===== src/rtl/shot_trigger.sv =====
// Flick-gesture shot trigger: tracks per-axis peaks, presents one scaled shot.
// Optional SHOT_TRIGGER_AUTOARM_EN: cooldown expiry rearms instead of idling.
module shot_trigger #(
    parameter logic [15:0] THRESH      = 16'd400,
    parameter logic [15:0] RELEASE     = 16'd200,
    parameter int          MIN_SAMPLES = 4,
    parameter int          MAX_SAMPLES = 64,
    parameter int          COOLDOWN    = 256,
    parameter int          SHIFT       = 4
) (
    input  logic        clk,
    input  logic        rst_n,
    input  logic        sample_valid,
    input  logic [15:0] x_mag,
    input  logic [15:0] y_mag,
    input  logic        arm,
    output logic        shot_valid,
    input  logic        shot_ready,
    output logic [7:0]  shot_vx,
    output logic [7:0]  shot_vy,
    output logic        busy,
    output logic [2:0]  state
);

    localparam int CW  = $clog2(MAX_SAMPLES + 1);
    localparam int CDW = (COOLDOWN > 0) ? $clog2(COOLDOWN + 1) : 1;

    typedef enum logic [2:0] {
        S_IDLE     = 3'd0,
        S_ARMED    = 3'd1,
        S_TRACK    = 3'd2,
        S_PRESENT  = 3'd3,
        S_COOLDOWN = 3'd4
    } state_t;

`ifdef SHOT_TRIGGER_AUTOARM_EN
    localparam state_t REARM = S_ARMED;
`else
    localparam state_t REARM = S_IDLE;
`endif

    state_t          state_q, state_d;
    logic [15:0]     peak_x_q, peak_x_d;
    logic [15:0]     peak_y_q, peak_y_d;
    logic [CW-1:0]   cnt_q, cnt_d;
    logic [CDW-1:0]  cd_q, cd_d;
    logic [7:0]      vx_q, vx_d;
    logic [7:0]      vy_q, vy_d;
    logic            valid_q, valid_d;

    logic [15:0]     m;
    logic [15:0]     px_max;
    logic [15:0]     py_max;
    logic [CW-1:0]   cnt_inc;

    function automatic logic [7:0] sat8(input logic [15:0] p);
        logic [15:0] s;
        s = p >> SHIFT;
        return (|s[15:8]) ? 8'hFF : s[7:0];
    endfunction

    assign m       = (x_mag > y_mag) ? x_mag : y_mag;
    assign px_max  = (peak_x_q > x_mag) ? peak_x_q : x_mag;
    assign py_max  = (peak_y_q > y_mag) ? peak_y_q : y_mag;
    assign cnt_inc = cnt_q + 1'b1;

    always_comb begin
        state_d  = state_q;
        peak_x_d = peak_x_q;
        peak_y_d = peak_y_q;
        cnt_d    = cnt_q;
        cd_d     = cd_q;
        vx_d     = vx_q;
        vy_d     = vy_q;
        valid_d  = valid_q;

        unique case (state_q)
            S_IDLE: begin
                if (arm) state_d = S_ARMED;
            end
            S_ARMED: begin
                if (sample_valid && m >= THRESH) begin
                    state_d  = S_TRACK;
                    peak_x_d = x_mag;
                    peak_y_d = y_mag;
                    cnt_d    = CW'(1);
                end
            end
            S_TRACK: begin
                if (sample_valid) begin
                    if (m < RELEASE) begin
                        if (cnt_q >= CW'(MIN_SAMPLES)) begin
                            state_d = S_PRESENT;
                            vx_d    = sat8(peak_x_q);
                            vy_d    = sat8(peak_y_q);
                            valid_d = 1'b1;
                        end else begin
                            // Too short to be a flick: drop it silently.
                            state_d  = S_ARMED;
                            peak_x_d = '0;
                            peak_y_d = '0;
                            cnt_d    = '0;
                        end
                    end else begin
                        peak_x_d = px_max;
                        peak_y_d = py_max;
                        cnt_d    = cnt_inc;
                        if (cnt_inc == CW'(MAX_SAMPLES)) begin
                            state_d = S_PRESENT;
                            vx_d    = sat8(px_max);
                            vy_d    = sat8(py_max);
                            valid_d = 1'b1;
                        end
                    end
                end
            end
            S_PRESENT: begin
                if (shot_ready) begin
                    valid_d  = 1'b0;
                    peak_x_d = '0;
                    peak_y_d = '0;
                    cnt_d    = '0;
                    if (COOLDOWN == 0) begin
                        state_d = REARM;
                    end else begin
                        state_d = S_COOLDOWN;
                        cd_d    = CDW'(COOLDOWN);
                    end
                end
            end
            S_COOLDOWN: begin
                if (sample_valid) begin
                    if (cd_q <= CDW'(1)) begin
                        cd_d    = '0;
                        state_d = REARM;
                    end else begin
                        cd_d = cd_q - 1'b1;
                    end
                end
            end
            default: begin
                state_d = S_IDLE;
                valid_d = 1'b0;
            end
        endcase
    end

    always_ff @(posedge clk or negedge rst_n) begin
        if (!rst_n) begin
            state_q  <= S_IDLE;
            peak_x_q <= '0;
            peak_y_q <= '0;
            cnt_q    <= '0;
            cd_q     <= '0;
            vx_q     <= '0;
            vy_q     <= '0;
            valid_q  <= 1'b0;
        end else begin
            state_q  <= state_d;
            peak_x_q <= peak_x_d;
            peak_y_q <= peak_y_d;
            cnt_q    <= cnt_d;
            cd_q     <= cd_d;
            vx_q     <= vx_d;
            vy_q     <= vy_d;
            valid_q  <= valid_d;
        end
    end

    assign shot_valid = valid_q;
    assign shot_vx    = vx_q;
    assign shot_vy    = vy_q;
    assign state      = state_q;
    assign busy       = (state_q == S_TRACK) || (state_q == S_PRESENT)
                     || (state_q == S_COOLDOWN);

endmodule


===== config.mk =====
export PLATFORM = sky130hd
export DESIGN_NAME = shot_trigger
export DESIGN_NICKNAME = d
export VERILOG_FILES = /design/src/rtl/shot_trigger.sv
export SDC_FILE = /design/constraint.sdc
export NUM_CORES = 1
export LEC_CHECK = 0
export BUFFER_PORTS_ARGS = -buffer_cell sky130_fd_sc_hd__buf_4
export CAP_MARGIN = 20
export CORE_AREA = 2 2 91 93
export DETAILED_ROUTE_END_ITERATION = 6
export DIE_AREA = 0 0 93 95
export PLACE_DENSITY = 0.95
export RECOVER_POWER = 50
export SLEW_MARGIN = 20
export SYNTH_ARGS = -nofsm -noshare
export SYNTH_HDL_FRONTEND = slang
export SYNTH_SLANG_ARGS = --single-unit

===== constraint.sdc =====
create_clock -name clk -period 6.9 [get_ports clk]
set_input_delay 0.345 -clock clk [delete_from_list [all_inputs] [get_ports clk]]
set_output_delay 0.345 -clock clk [all_outputs]
set_load 0.005 [all_outputs]

### Word level (Yosys, flattened, before mapping)

Index checks and enable logic that the tools add are counted.

| storage, ports and cells | value |
|---|---|
| register bits after elaboration | 68 |
| bits of input ports | 37 |
| output and inout bits | 21 |
| word-level logic and storage cells | 105 |

| cells by class | value |
|---|---|
| $add $sub $neg | 2 |
| $lt $le $gt $ge | 7 |
| equality and inequality tests | 17 |
| muxes and demuxes | 49 |
| bitwise logic cells | 1 |
| reductions and logical operators | 19 |

Operators by type and width:

| cell | number |
|---|---|
| $mux W16 | 11 |
| $pmux W16 S3 | 2 |
| $mux W8 | 10 |
| $gt A16 B16 Y1 | 3 |
| $mux W7 | 5 |
| $mux W9 | 3 |
| $mux W3 | 8 |
| $pmux W7 S3 | 1 |
| $pmux W9 S2 | 1 |
| $ge A16 B9 Y1 const B | 1 |
| $lt A16 B8 Y1 const B | 1 |
| $reduce_or A4 Y1 | 4 |
| $ne A3 B3 Y1 const B | 5 |
| $pmux W3 S5 | 1 |
| $ne A2 B2 Y1 const B | 6 |
| $reduce_and A6 Y1 | 2 |
| $reduce_and A5 Y1 | 2 |
| $le A9 B1 Y1 const B | 1 |
| $sub A9 B1 Y9 const B | 1 |
| $add A7 B1 Y7 const B | 1 |
| $eq A7 B7 Y1 const B | 1 |
| $ge A7 B3 Y1 const B | 1 |
| $reduce_and A7 Y1 | 1 |
| $eq A3 B2 Y1 const B | 2 |
| other kinds (15) | 21 |

### Depth between registers and ports, before layout

| depth | value |
|---|---|
| word-level depth | 6 |
| gate-level depth with buffers | 11 |
| depth with buffers taken out | 9 |

### Least setup slack after synthesis

OpenSTA, ideal clock, no wires.

| timing | value |
|---|---|
| path type | input to register |
| from | input y_mag[1] |
| to | register cnt_q[1] |
| setup time | 0.079 ns |
| arrival | 2.968 ns |
| required time | 6.821 ns |
| setup slack | 3.853 ns |
| stages | 10 |
| buffers on the path | 1 |
| path through | inv_1 ha_1 nor2b_1 o211ai_1 a2111o_1 a31oi_1 mux2_2 nor3_2 buf_2 mux2i_1 |

| on the way | value |
|---|---|
| word-level cells in the longest chain between the ends | 6 |
| elaborated cells between the ends (all ways) | 11 |
| those cells by class | 3 x order compare; 2 x eq/ne; 4 x mux; 2 x reduce/logical |

Ends and longest elaborated chain:

| item | RTL line | source |
|---|---|---|
| start: declaration | 15 | `input logic [15:0] y_mag,` |
| $gt A16 B16 Y1 | 62 | `assign m = (x_mag > y_mag) ? x_mag : y_mag;` |
| $mux W16 * | 62 |  |
| $lt A16 B8 Y1 / $ge A16 B9 Y1 (equally long branches) | 91, 82 |  |
| $mux W7 / $logic_and A1 B1 Y1 (equally long branches) | 91, 82 |  |
| $mux W7 / $ne A2 B2 Y1 (equally long branches) | -- |  |
| $pmux W7 S3 / $reduce_and A5 Y1 (equally long branches) | -- |  |
| end signal: assignment | 162 | `cnt_q <= cnt_d;` |
| end: declaration | 45 | `logic [CW-1:0] cnt_q, cnt_d;` |

Mark *: on every way between the ends. The rest lies on a longest branch, timed or not. The select of a mux whose other input is x is not followed.
A chain may end at the register's enable or synchronous reset.

### Worst setup path after layout

| timing | value |
|---|---|
| from | input y_mag[6] |
| to | register peak_y_q[6] |

| on the way | value |
|---|---|
| word-level cells in the longest chain between the ends | 6 |
| elaborated cells between the ends (all ways) | 14 |
| those cells by class | 4 x order compare; 2 x eq/ne; 6 x mux; 2 x reduce/logical |

Ends and longest elaborated chain:

| item | RTL line | source |
|---|---|---|
| $gt A16 B16 Y1 | 62 |  |
| $mux W16 | 62 |  |
| $lt A16 B8 Y1 / $ge A16 B9 Y1 (equally long branches) | 91, 82 |  |
| $mux W16 / $logic_and A1 B1 Y1 (equally long branches) | 91, 82 |  |
| $mux W16 / $ne A2 B2 Y1 (equally long branches) | -- |  |
| $pmux W16 S3 / $reduce_and A5 Y1 (equally long branches) | -- |  |
| end signal: assignment | 161 | `peak_y_q <= peak_y_d;` |
| end: declaration | 44 | `logic [15:0] peak_y_q, peak_y_d;` |

Several ways; a longest one is shown, not always the timed one. The select of a mux whose other input is x is not followed.

==> impl_metrics.csv <==
group,metric,value,unit
final_layout,final_nets,663,
power,p_switching,948,uW
sta,rsz0062_at_grt,"false",
worst_hold_path,hp-class,"input port to register",
cts,cts_tree,"done",
yosys,seq_area_frac_synth,34.6,%
yosys,syn_avg_cell_area,9.41,sq um
critical_path,reg2reg_slack,3.77,ns
final_layout,syn2layout_area_growth,13.7,%
power,clockPowerShare,15.6,%
sta,min_period,3.65,ns
route,wire_per_inst,19.6,um
route,wirelength,13400,um
sta,finalMaxSlewViolations,69,
final_layout,instances_no_fill,683,
sta,setup-violations-final,0,
critical_path,cp.required,7.13,ns
floorplanning,chipHeight,95,um
route,vias,4644,
floorplanning,rows,33,
critical_path,worstSetupStartpointType,"input port",
critical_path,path_cells,"buf_4 > inv_1 > ha_1 > nand4_1 > a2111o_1 > a31oi_1 > mux2i_1 > nand3_1 > o32ai_1",
yosys,synthCells,522,
sta,hold_violations,0,
floorplanning,core,7930,sq um
cts,clockRootBuffer,"clkbuf_8",
power,p_leak,2.65,nW
yosys,syn_area,4910,sq um
cts,cts_setup_buffers,0,
yosys,syn_nets,611,
route,drt_iter0_markers,410,
final_layout,utilization,70.5,%
run,cap_viol_max_count,1,
cts,ctsHtreeMaxLevel,3,
cts,post_cts_resize_count,0,
sta,period_share,52.9,%
critical_path,critPathMaxStageDelay,0.64,ns
placement,place.gp.congestion,0.889,
power,comb_power_share,52.5,%
critical_path,crit_slowest_cell,"nand3_1",
power,seqPwrFrac,31.9,%
yosys,ys_seq_elements,68,
critical_path,setup.worst_path.start,"y_mag[6]",
run_status,violations,"max-capacitance violations, max-slew violations",
cts,path_clk_slew,0.08,ns
yosys,ys_async_sr_fraction,100,%
final_layout,final_common_cell,"dfrtp_1",
power,swShare,44.9,%
placement,post_dp_cell_area,5400,sq um
placement,portBuffers,57,
placement,placed_cells,668,
route,antenna_left,0,
critical_path,cp-end-kind,"register",
final_layout,diodes,0,
cts,cts_buffer_depth,2,
floorplanning,start_util,62.0,%
sta,fin_skew,0.00964,ns
global_route,antenna_found_initial,0,
critical_path,r2r-end,"peak_y_q[6]",
power,power.internal,1.16,mW
final_layout,fillCellCount,580,
global_route,grt_pass1_vias,4720,
floorplanning,die_width,93,um
critical_path,critPathCapture,"peak_y_q[6]",
power,powerDensity,378,nW/um^2
placement,post-dp-hpwl,9710,um
global_route,grt_usage,32.4,%
floorplanning,dieArea,8840,sq um
route,viasPerCell,6.80,
yosys,synth_edf_count,0,
cts,clock_latency,0.36,ns
power,total_power,2.11,mW
sta,fmax,0.274,GHz
sta,tns,0,ns
sta,maxSlewHeadroom,-145,%
power,ir_drop,0.227,mV
route,route.detailed.drc,0,
critical_path,reg2reg_from,"peak_y_q[7]",
critical_path,reg2reg_depth,8,
cts,clock-sinks,68,
final_layout,final_cell_mix,"68 x dfrtp_1, 61 x inv_1, 52 x ha_1",
yosys,ys.flop_type,"dfrtp_1",
global_route,gr-total-overflow,0,
cts,cts_buffers,9,
floorplanning,ios,58,
sta,tightest_slew,3.67,ns
critical_path,worstPathArrival,3.88,ns
critical_path,critPathMaxFanout,16,
run_status,outcome,"finished with violations",
global_route,grt_pass1_wl,22300,um
yosys,yosys_warnings,0,
final_layout,drive_above_1_share,17.1,%
yosys,synth_cell_types,64,
global_route,grt_max_degree,69,
route,dr.pass1.iters,5,
critical_path,critPathKind,"input port to register",
cts,postCtsHoldBufs,0,
final_layout,design_area,5590,sq um
==> routing by layer <==
layer	part of all wire (%)	wire length, um	GRT usage, %	vias up
li1	-	-	-	2095
met1	39	5230	37.6	2254
met2	49	6590	56.3	239
met3	7.2	970	6.94	56
met4	4.6	613	17.3	0
met5	0	0	0	-
==> critical path, delay by kind of cell <==
| family | cells | cell delay, ns |
|---|---|---|
| buf+inv | 2 | 0.20 |
| compound gates | 3 | 1.55 |
| mux | 1 | 0.63 |
| fa+ha+maj | 1 | 0.32 |
| simple gates | 2 | 0.84 |
==> state kept, by name, indices dropped and copies added (netlist names) <==
register	cells
peak_y_q	16
peak_x_q	16
shot_vx	8
cnt_q	7
cd_q	9
shot_valid	1
shot_vy	8
state	3
==> through the flow <==
stage	setup WS [ns]	hold slack, ns
2_1_floorplan	3.85	0.0494
3_3_place_gp	3.07	0.472
3_5_place_dp	2.95	0.490
4_1_cts	3.26	0.137
5_1_grt	2.81	0.259
6_report	3.25	0.256
==> cells in the mapped netlist, types with 3 or more instances <==
cell type  count  area (sq um)
mux2i_1       12           120
o31ai_1       23           173
a21oi_1       28           140
nor4_1        13          81.3
o2bb2ai_1      3          26.3
clkbuf_1       4          15.0
o311ai_0       3          26.3
nor2_1        36           135
a2111oi_0      4          35.0
o32ai_1       16           140
or3_1          4          25.0
mux2_2         8          90.1
a22o_1         4          35.0
dfrtp_1       68          1700
a21o_1         6          45.0
o211ai_1       3          22.5
a32o_1        16           160
nand4_1       11          68.8
o31a_1         3          26.3
nor2b_1        7          43.8
a211oi_1       4          30.0
nor3_1         6          30.0
and3_1         4          25.0
nand2b_1      12          75.1
buf_2          9          45.0
or2_2          4          25.0
nand3_1       12          60.1
inv_1         61           229
o21ai_0       19          95.1
a2bb2oi_1      3          26.3
nand2_1       24          90.1
ha_1          52           651
==> cells by family after synthesis <==
family / Yosys count / synth area share, %
compound gates: 158 / 24.9
xor+xnor: 1 / 0.178
fa+ha+maj: 52 / 13.2
buf+inv: 78 / 6.42
flops: 68 / 34.6
mux: 22 / 4.89
simple gates: 143 / 15.7
==> power by group through the flow <==
stage	Combinational, mW	Sequential, mW	Clock [mW]
3_3_place_gp	1.01	0.661	0
6_report	1.11	0.674	0.329
5_1_grt	1.22	0.692	0.351
4_1_cts	1.09	0.667	0.328
2_1_floorplan	0.829	0.621	0
3_5_place_dp	1.07	0.674	0
==> final cells by class <==
cell class	count	area (sq um)	share of cell area, %
Clock inverter	2	35.0	0.627
Clock buffer	13	149	2.67
Multi-Input combinational cell	376	2910	52.1
Inverter	61	229	4.10
Sequential cell	68	1700	30.5
Timing Repair Buffer	58	432	7.73
Tap cell	105	131	2.35
==> how the worst min path moves through the flow <==
stage	cells past startpoint	end	start	slack, ns
after floorplan	0	cd_q[0]	rst_n	0.05
after detailed placement	1	peak_x_q[0]	peak_x_q[0]	0.49
final	2	peak_x_q[15]	x_mag[15]	0.26
after global placement	1	peak_x_q[0]	peak_x_q[0]	0.47
after global routing	2	peak_x_q[15]	x_mag[15]	0.26
after CTS	1	peak_x_q[2]	rst_n	0.14
Note: power is estimated with default switching activity, not from simulation.
